## src/rtl/pe_pkg.sv

```systemverilog
// Shared constants, control-bit positions and the saturating adder for the
// multi-lane serial PE.
package pe_pkg;

  localparam int unsigned CTL_FIRST  = 0;
  localparam int unsigned CTL_LAST   = 1;

  // ACC_W defaults to 2*DATA_W + log2(LANES), the narrowest width that holds
  // one full lane sum at the default element width and lane count.
  localparam int unsigned DEF_DATA_W = 16;
  localparam int unsigned DEF_LANES  = 4;
  localparam int unsigned DEF_ACC_W  = 34;

  // sat_add works on values sign-extended to this width; ACC_W must stay below it.
  localparam int unsigned MAX_ACC_W  = 64;

  typedef struct packed {
    logic signed [MAX_ACC_W-1:0] sum;
    logic                        ovf;
  } sat_res_t;

  // Adds two sign-extended w-bit values. Overflow is read from the (w+1)-bit
  // result; when sat is set the sum is clamped to the w-bit signed range,
  // otherwise the caller keeps the low w bits (wrap).
  function automatic sat_res_t sat_add(input logic signed [MAX_ACC_W-1:0] a,
                                       input logic signed [MAX_ACC_W-1:0] b,
                                       input logic [5:0]                  w,
                                       input logic                        sat);
    sat_res_t                    r;
    logic signed [MAX_ACC_W-1:0] s;
    logic signed [MAX_ACC_W-1:0] lim;
    logic [5:0]                  msb;
    msb   = w - 6'd1;
    s     = a + b;
    lim   = (64'sd1 <<< msb) - 64'sd1;
    r.ovf = s[w] ^ s[msb];
    r.sum = s;
    if (r.ovf && sat) r.sum = s[w] ? ~lim : lim;
    return r;
  endfunction

endpackage

```

## src/rtl/vec_serial_pe_if.sv

```systemverilog
// Beat/result bundle between the neuron/weight buffers and one PE instance.
interface vec_serial_pe_if #(
  parameter int unsigned DATA_W = 16,
  parameter int unsigned LANES  = 4,
  parameter int unsigned ACC_W  = 34
);
  logic [LANES*DATA_W-1:0] neuron;
  logic [LANES*DATA_W-1:0] weight;
  logic [1:0]              ctl;
  logic                    vld_i;
  logic                    sat_en;
  logic                    relu_en;
  logic [ACC_W-1:0]        result;
  logic                    vld_o;
  logic                    ovf_o;

  modport master (
    output neuron, weight, ctl, vld_i, sat_en, relu_en,
    input  result, vld_o, ovf_o
  );

  modport slave (
    input  neuron, weight, ctl, vld_i, sat_en, relu_en,
    output result, vld_o, ovf_o
  );
endinterface

```

## src/rtl/pe_add_tree.sv

```systemverilog
// Combinational signed reduction of LANES packed products into one lane sum.
module pe_add_tree #(
  parameter int unsigned IN_W  = 32,
  parameter int unsigned LANES = 4
) (
  input  logic [LANES*IN_W-1:0]                 in_flat,
  output logic signed [IN_W+$clog2(LANES)-1:0]  sum
);

  localparam int unsigned OUT_W = IN_W + $clog2(LANES);

  // Sign-extend every lane to the output width and add them up.
  always_comb begin
    sum = '0;
    for (int unsigned i = 0; i < LANES; i++) begin
      sum = sum + OUT_W'($signed(in_flat[i*IN_W +: IN_W]));
    end
  end

endmodule

```

## src/rtl/vec_serial_pe.sv

```systemverilog
// Multi-lane serial PE: per-beat LANES-wide dot product, framed accumulation
// with optional saturation and ReLU, result emitted one cycle after stage 2.
module vec_serial_pe
  import pe_pkg::*;
#(
  parameter int unsigned DATA_W = DEF_DATA_W,
  parameter int unsigned LANES  = DEF_LANES,
  parameter int unsigned ACC_W  = DEF_ACC_W
) (
  input  logic          clk,
  input  logic          rst,
  vec_serial_pe_if.slave bus
);

  localparam int unsigned PW     = 2 * DATA_W;
  localparam int unsigned TREE_W = PW + $clog2(LANES);

  if (LANES < 1 || LANES > 16 || (LANES & (LANES - 1)) != 0) begin : g_bad_lanes
    $error("vec_serial_pe: LANES must be a power of two in 1..16");
  end
  if (ACC_W < TREE_W || ACC_W >= MAX_ACC_W) begin : g_bad_acc_w
    $error("vec_serial_pe: ACC_W must be >= 2*DATA_W+log2(LANES) and < 64");
  end

  logic [LANES*PW-1:0]          prod;
  logic [LANES*PW-1:0]          s1_prod;
  logic                         s1_vld, s1_first, s1_last, s1_relu;
  logic signed [TREE_W-1:0]     lane_sum;
  logic signed [ACC_W-1:0]      acc_r;
  logic                         ovf_r;
  logic signed [MAX_ACC_W-1:0]  acc_base;
  sat_res_t                     add_r;
  logic signed [ACC_W-1:0]      acc_next;
  logic                         ovf_next;
  logic signed [ACC_W-1:0]      emit_next;
  logic                         em_pend;
  logic signed [ACC_W-1:0]      em_val;
  logic                         em_ovf;
  logic                         unused_sum_hi;

  // Per-lane signed products of the incoming beat.
  always_comb begin
    prod = '0;
    for (int unsigned i = 0; i < LANES; i++) begin
      prod[i*PW +: PW] = PW'($signed(bus.neuron[i*DATA_W +: DATA_W]))
                       * PW'($signed(bus.weight[i*DATA_W +: DATA_W]));
    end
  end

  // Stage 1: capture products and framing of each valid beat.
  always_ff @(posedge clk or posedge rst) begin
    if (rst) begin
      s1_vld   <= 1'b0;
      s1_prod  <= '0;
      s1_first <= 1'b0;
      s1_last  <= 1'b0;
      s1_relu  <= 1'b0;
    end else begin
      s1_vld <= bus.vld_i;
      if (bus.vld_i) begin
        s1_prod  <= prod;
        s1_first <= bus.ctl[CTL_FIRST];
        s1_last  <= bus.ctl[CTL_LAST];
        s1_relu  <= bus.relu_en;
      end
    end
  end

  pe_add_tree #(.IN_W(PW), .LANES(LANES)) u_tree (
    .in_flat (s1_prod),
    .sum     (lane_sum)
  );

  // Stage 2 datapath: a FIRST beat adds onto zero, so it can never overflow
  // and its sticky flag starts clean.
  always_comb begin
    acc_base  = s1_first ? '0 : MAX_ACC_W'(acc_r);
    add_r     = sat_add(acc_base, MAX_ACC_W'(lane_sum), 6'(ACC_W), bus.sat_en);
    acc_next  = add_r.sum[ACC_W-1:0];
    ovf_next  = (s1_first ? 1'b0 : ovf_r) | add_r.ovf;
    emit_next = (s1_relu && acc_next[ACC_W-1]) ? '0 : acc_next;
  end

  assign unused_sum_hi = ^add_r.sum[MAX_ACC_W-1:ACC_W];

  // Stage 2: accumulator, sticky overflow and pending emission.
  always_ff @(posedge clk or posedge rst) begin
    if (rst) begin
      acc_r   <= '0;
      ovf_r   <= 1'b0;
      em_pend <= 1'b0;
      em_val  <= '0;
      em_ovf  <= 1'b0;
    end else begin
      em_pend <= s1_vld && s1_last;
      if (s1_vld) begin
        acc_r <= acc_next;
        ovf_r <= ovf_next;
        if (s1_last) begin
          em_val <= emit_next;
          em_ovf <= ovf_next;
        end
      end
    end
  end

  // Output register: result/ovf hold until the next emission.
  always_ff @(posedge clk or posedge rst) begin
    if (rst) begin
      bus.result <= '0;
      bus.vld_o  <= 1'b0;
      bus.ovf_o  <= 1'b0;
    end else begin
      bus.vld_o <= em_pend;
      if (em_pend) begin
        bus.result <= em_val;
        bus.ovf_o  <= em_ovf;
      end
    end
  end

endmodule

```

## src/flat_wrapper.sv

```systemverilog
// flat-port wrapper written by rule: the top's interface ports become plain ports
module vec_serial_pe_flat import pe_pkg::*;
#(
  parameter int unsigned DATA_W = DEF_DATA_W,
  parameter int unsigned LANES  = DEF_LANES,
  parameter int unsigned ACC_W  = DEF_ACC_W
)
  (clk, rst, bus_neuron, bus_weight, bus_ctl, bus_vld_i, bus_sat_en, bus_relu_en, bus_result, bus_vld_o, bus_ovf_o);
  vec_serial_pe_if #(.DATA_W(DATA_W), .LANES(LANES), .ACC_W(ACC_W)) bus_i ();
  input  logic clk;
  input  logic rst;
  input wire logic [$bits(bus_i.neuron)-1:0] bus_neuron;
  input wire logic [$bits(bus_i.weight)-1:0] bus_weight;
  input wire logic [$bits(bus_i.ctl)-1:0] bus_ctl;
  input wire logic [$bits(bus_i.vld_i)-1:0] bus_vld_i;
  input wire logic [$bits(bus_i.sat_en)-1:0] bus_sat_en;
  input wire logic [$bits(bus_i.relu_en)-1:0] bus_relu_en;
  output wire logic [$bits(bus_i.result)-1:0] bus_result;
  output wire logic [$bits(bus_i.vld_o)-1:0] bus_vld_o;
  output wire logic [$bits(bus_i.ovf_o)-1:0] bus_ovf_o;
  assign bus_i.neuron = bus_neuron;
  assign bus_i.weight = bus_weight;
  assign bus_i.ctl = bus_ctl;
  assign bus_i.vld_i = bus_vld_i;
  assign bus_i.sat_en = bus_sat_en;
  assign bus_i.relu_en = bus_relu_en;
  assign bus_result = bus_i.result;
  assign bus_vld_o = bus_i.vld_o;
  assign bus_ovf_o = bus_i.ovf_o;
  vec_serial_pe #(.DATA_W(DATA_W), .LANES(LANES), .ACC_W(ACC_W)) u_core (.clk(clk), .rst(rst), .bus(bus_i));
endmodule
```

## config.mk

```make
export PLATFORM = sky130hd
export DESIGN_NAME = vec_serial_pe_flat
export DESIGN_NICKNAME = d
export VERILOG_FILES = /design/src/rtl/pe_pkg.sv /design/src/rtl/vec_serial_pe_if.sv /design/src/rtl/pe_add_tree.sv /design/src/rtl/vec_serial_pe.sv /design/src/flat_wrapper.sv
export SDC_FILE = /design/constraint.sdc
export NUM_CORES = 2
export LEC_CHECK = 0
export ABC_AREA = 1
export ABC_CLOCK_PERIOD_IN_PS = 22400
export CAP_MARGIN = 10
export CORE_AREA = 2 2 312 314
export DETAILED_ROUTE_END_ITERATION = 10
export DIE_AREA = 0 0 314 316
export PLACE_DENSITY = 0.79
export RECOVER_POWER = 100
export SKIP_LAST_GASP = 1
export SYNTH_ARGS = -nofsm -noshare
export SYNTH_HDL_FRONTEND = slang
export SYNTH_HIERARCHICAL = 1
export SYNTH_SLANG_ARGS = --single-unit
```

## constraint.sdc

```tcl
create_clock -name clk -period 22.4 [get_ports clk]
set_clock_uncertainty 0.15 [all_clocks]
set_input_delay 4.48 -clock clk [delete_from_list [all_inputs] [get_ports clk]]
set_output_delay 4.48 -clock clk [all_outputs]
set_load 0.01 [all_outputs]
```

==> reports/metrics.cfg <==
[run_status]
status = complete, but fails checks
violations = max-capacitance violations, max-slew violations

[sta]
min_period_ns = 11.82
setup_viol = 0
fin_crit_sh_pct = 52.8
fin_setup_tns_ns = 0
rsz0062_at_grt = no
maxSlewViolCount = 583
max_slew.worst_pin.slew_ns = 4.89
slew_headroom_pct = -228
hold_viol = 0
fmax_mhz = 84.6

[setup_path]
crit_path_end_kind = flop
path_class = input port to flop
crit_required_ns = 22.54
crit_arrival_ns = 11.96
regToRegEndpoint = u_core/em_val[28]
crit_start = bus_vld_i
worstPathMaxFanout = 89
worstSetupStartpointType = input port
rr_worst_depth = 27
r2r_start = u_core/s1_prod[1]
r2r_slack_ns = 15.52

[clock_tree]
clock_sinks = 239
h-tree-depth = 1
post_cts_buffers = 0
clk_latency_ns = 0.56
cts_resized = 0
cts_root_buf = clkbuf_16
cts_hold_buffers = 0
cts.path.max_buffers = 3
cts_tree = done
cts_buffers = 25
clkSlewWorstSetupHoldPaths_ns = 0.06

[global_routing]
grt_pass1_vias = 47345
antenna_found_initial = 0
grt_max_degree = 114
grt_first_pass_wirelength_mm = 234
gr-usage-all-layers_pct = 29.3
grt-ovfl-total = 0

[synth]
syn_nets = 9047
postSynthCellCount = 7403
netlist_area_sq_mm = 0.0570
seq_area_frac_synth_pct = 10.5
yosysUniqueCellTypes = 50
synth.largest_area_cell = fa_1
synth.top_cell.area_share_pct = 39.1
ys_async_sr_fraction_pct = 100
synth_enable_flop_cells = 0
synth-seq-cells = 239
synth_top_flop_cell = dfrtp_1
ys_warn_count = 6
synth_area_leaders = fa_1 39%, inv_1 14%, nand2_1 13%
avgSynthCellArea_sq_um = 7.69

[hold_path]
min-delay-start = u_core/em_val[28]
hold_depth = 2
min_path_type = flop to flop
holdPathEnd = u_core/em_val[28]

[placement]
numPortBuffers = 170
dp_hpwl_mm = 117
gp_routability_congestion = 0.956

[floorplan]
core-area_sq_mm = 0.0960
dieWidth_microns = 314
die-area_sq_mm = 0.0992
start_util_pct = 59.3
rows = 114
die_h_microns = 316
ios = 171

[job]
cap_violations = 9

[detailed_routing]
drtIter0Drc = 3229
vias = 44733
wirelength_mm = 140
final_antenna_net_count = 0
via_per_inst = 5.19
drc_errors = 0
routedWlPerCell_microns = 16.3
drt_first_pass_iters = 8

[cells_and_area]
n_antenna_cell = 0
drive_above_1_share_pct = 2.77
nets = 8966
areaGrowthSynthToFinish_pct = 5.43

==> placed cells by master (no fill, tap or decap), types with 3 or more instances in the layout <==
master / n
or2_2: 37
o31ai_1: 16
clkbuf_8: 7
nand2_1: 2028
o2111ai_1: 3
bufinv_16: 5
xor2_1: 77
inv_1: 2120
clkdlybuf4s50_1: 124
o21bai_1: 22
nand3b_1: 6
mux2_2: 35
dlygate4sd3_1: 45
nor2_2: 4
clkinvlp_4: 4
a21o_1: 20
dfrtp_1: 239
o21ai_0: 160
nand4_1: 33
o211ai_1: 5
a21oi_1: 176
nor4_1: 6
nor2_1: 293
a31oi_1: 29
fa_1: 1114
clkbuf_16: 25
nand3_1: 112
a211oi_1: 5
ha_1: 395
nor3_1: 24
nand2_2: 64
buf_4: 5
a21boi_0: 7
xnor2_1: 56
clkbuf_1: 6
o21a_1: 5
==> layout make-up <==
cell class                      count  area (sq um)
Clock buffer                       32           722
Clock inverter                     13           211
Fill cell                        8331         35900
Inverter                         2124          7980
Multi-Input combinational cell   4752         41800
Sequential cell                   239          5980
Tap cell                         1276          1600
Timing Repair Buffer              180          1750
==> worst max-delay path, cell delays in order <==
cell	delay, ns
clkbuf_1	1.88
clkinvlp_2	3.21
clkbuf_1	1.75
nand2_1	0.39
o31ai_1	0.12
==> sequential cells by signal (all words and copies together) (netlist names), 34 cells and up <==
signal / flops
u_core/bus.result: 34
u_core/acc_r: 34
u_core/em_val: 34
u_core/s1_prod: 128
==> routing by layer <==
metal | up-vias | global-route usage, % | share of wire, %
met4 | 0 | 9.59 | 3.5
li1 | 20954 | - | -
met3 | 303 | 3.34 | 5.8
met1 | 21921 | 38.7 | 41
met5 | - | 0 | 0
met2 | 1555 | 50.5 | 49
==> stage by stage <==
stage	hold WS, ns	setup WS [ns]	utilization [%]	instances	instance area (sq um)
final	0.324	10.58	62.6	8616	60100
after global routing	0.352	9.73	62.6	8616	60100
after global placement	0.308	11.18	61.7	8571	59200
after floorplan	0.202	11.21	-	7403	57000
after detailed placement	0.312	11.13	61.7	8571	59200
after CTS	0.330	11.68	62.6	8616	60100
==> worst max path at each step <==
stage	to	slack (ns)
after floorplan	u_core/acc_r[0]	11.21
after global placement	u_core/s1_prod[59]	11.18
after detailed placement	u_core/s1_prod[59]	11.13
after CTS	u_core/s1_prod[59]	11.68
after global routing	u_core/s1_prod[81]	9.73
final	u_core/s1_prod[22]	10.58
==> cell usage after synthesis (37+ instances only) <==
| library cell | n |
|---|---|
| inv_1 | 2122 |
| nand2_1 | 2018 |
| fa_1 | 1114 |
| ha_1 | 395 |
| nor2_1 | 293 |
| clkbuf_1 | 269 |
| dfrtp_1 | 239 |
| a21oi_1 | 176 |
| o21ai_0 | 159 |
| nand3_1 | 111 |
| xor2_1 | 77 |
| nand2_2 | 74 |
| xnor2_1 | 56 |
| or2_2 | 37 |
==> logic make-up (layout without fill, tap and decap cells) <==
family	Yosys count	count (layout)	synth area share, %
xor+xnor	133	133	2.04
mux	35	35	0.692
simple gates	2622	2622	18.5
compound gates	453	453	4.45
flops	239	239	10.5
fa+ha+maj	1509	1509	47.8
buf+inv	2412	2349	16.0
Power is left out: the tool's default activity adds up to more than one toggle a clock period on the data nets, which glitch-free logic cannot reach.
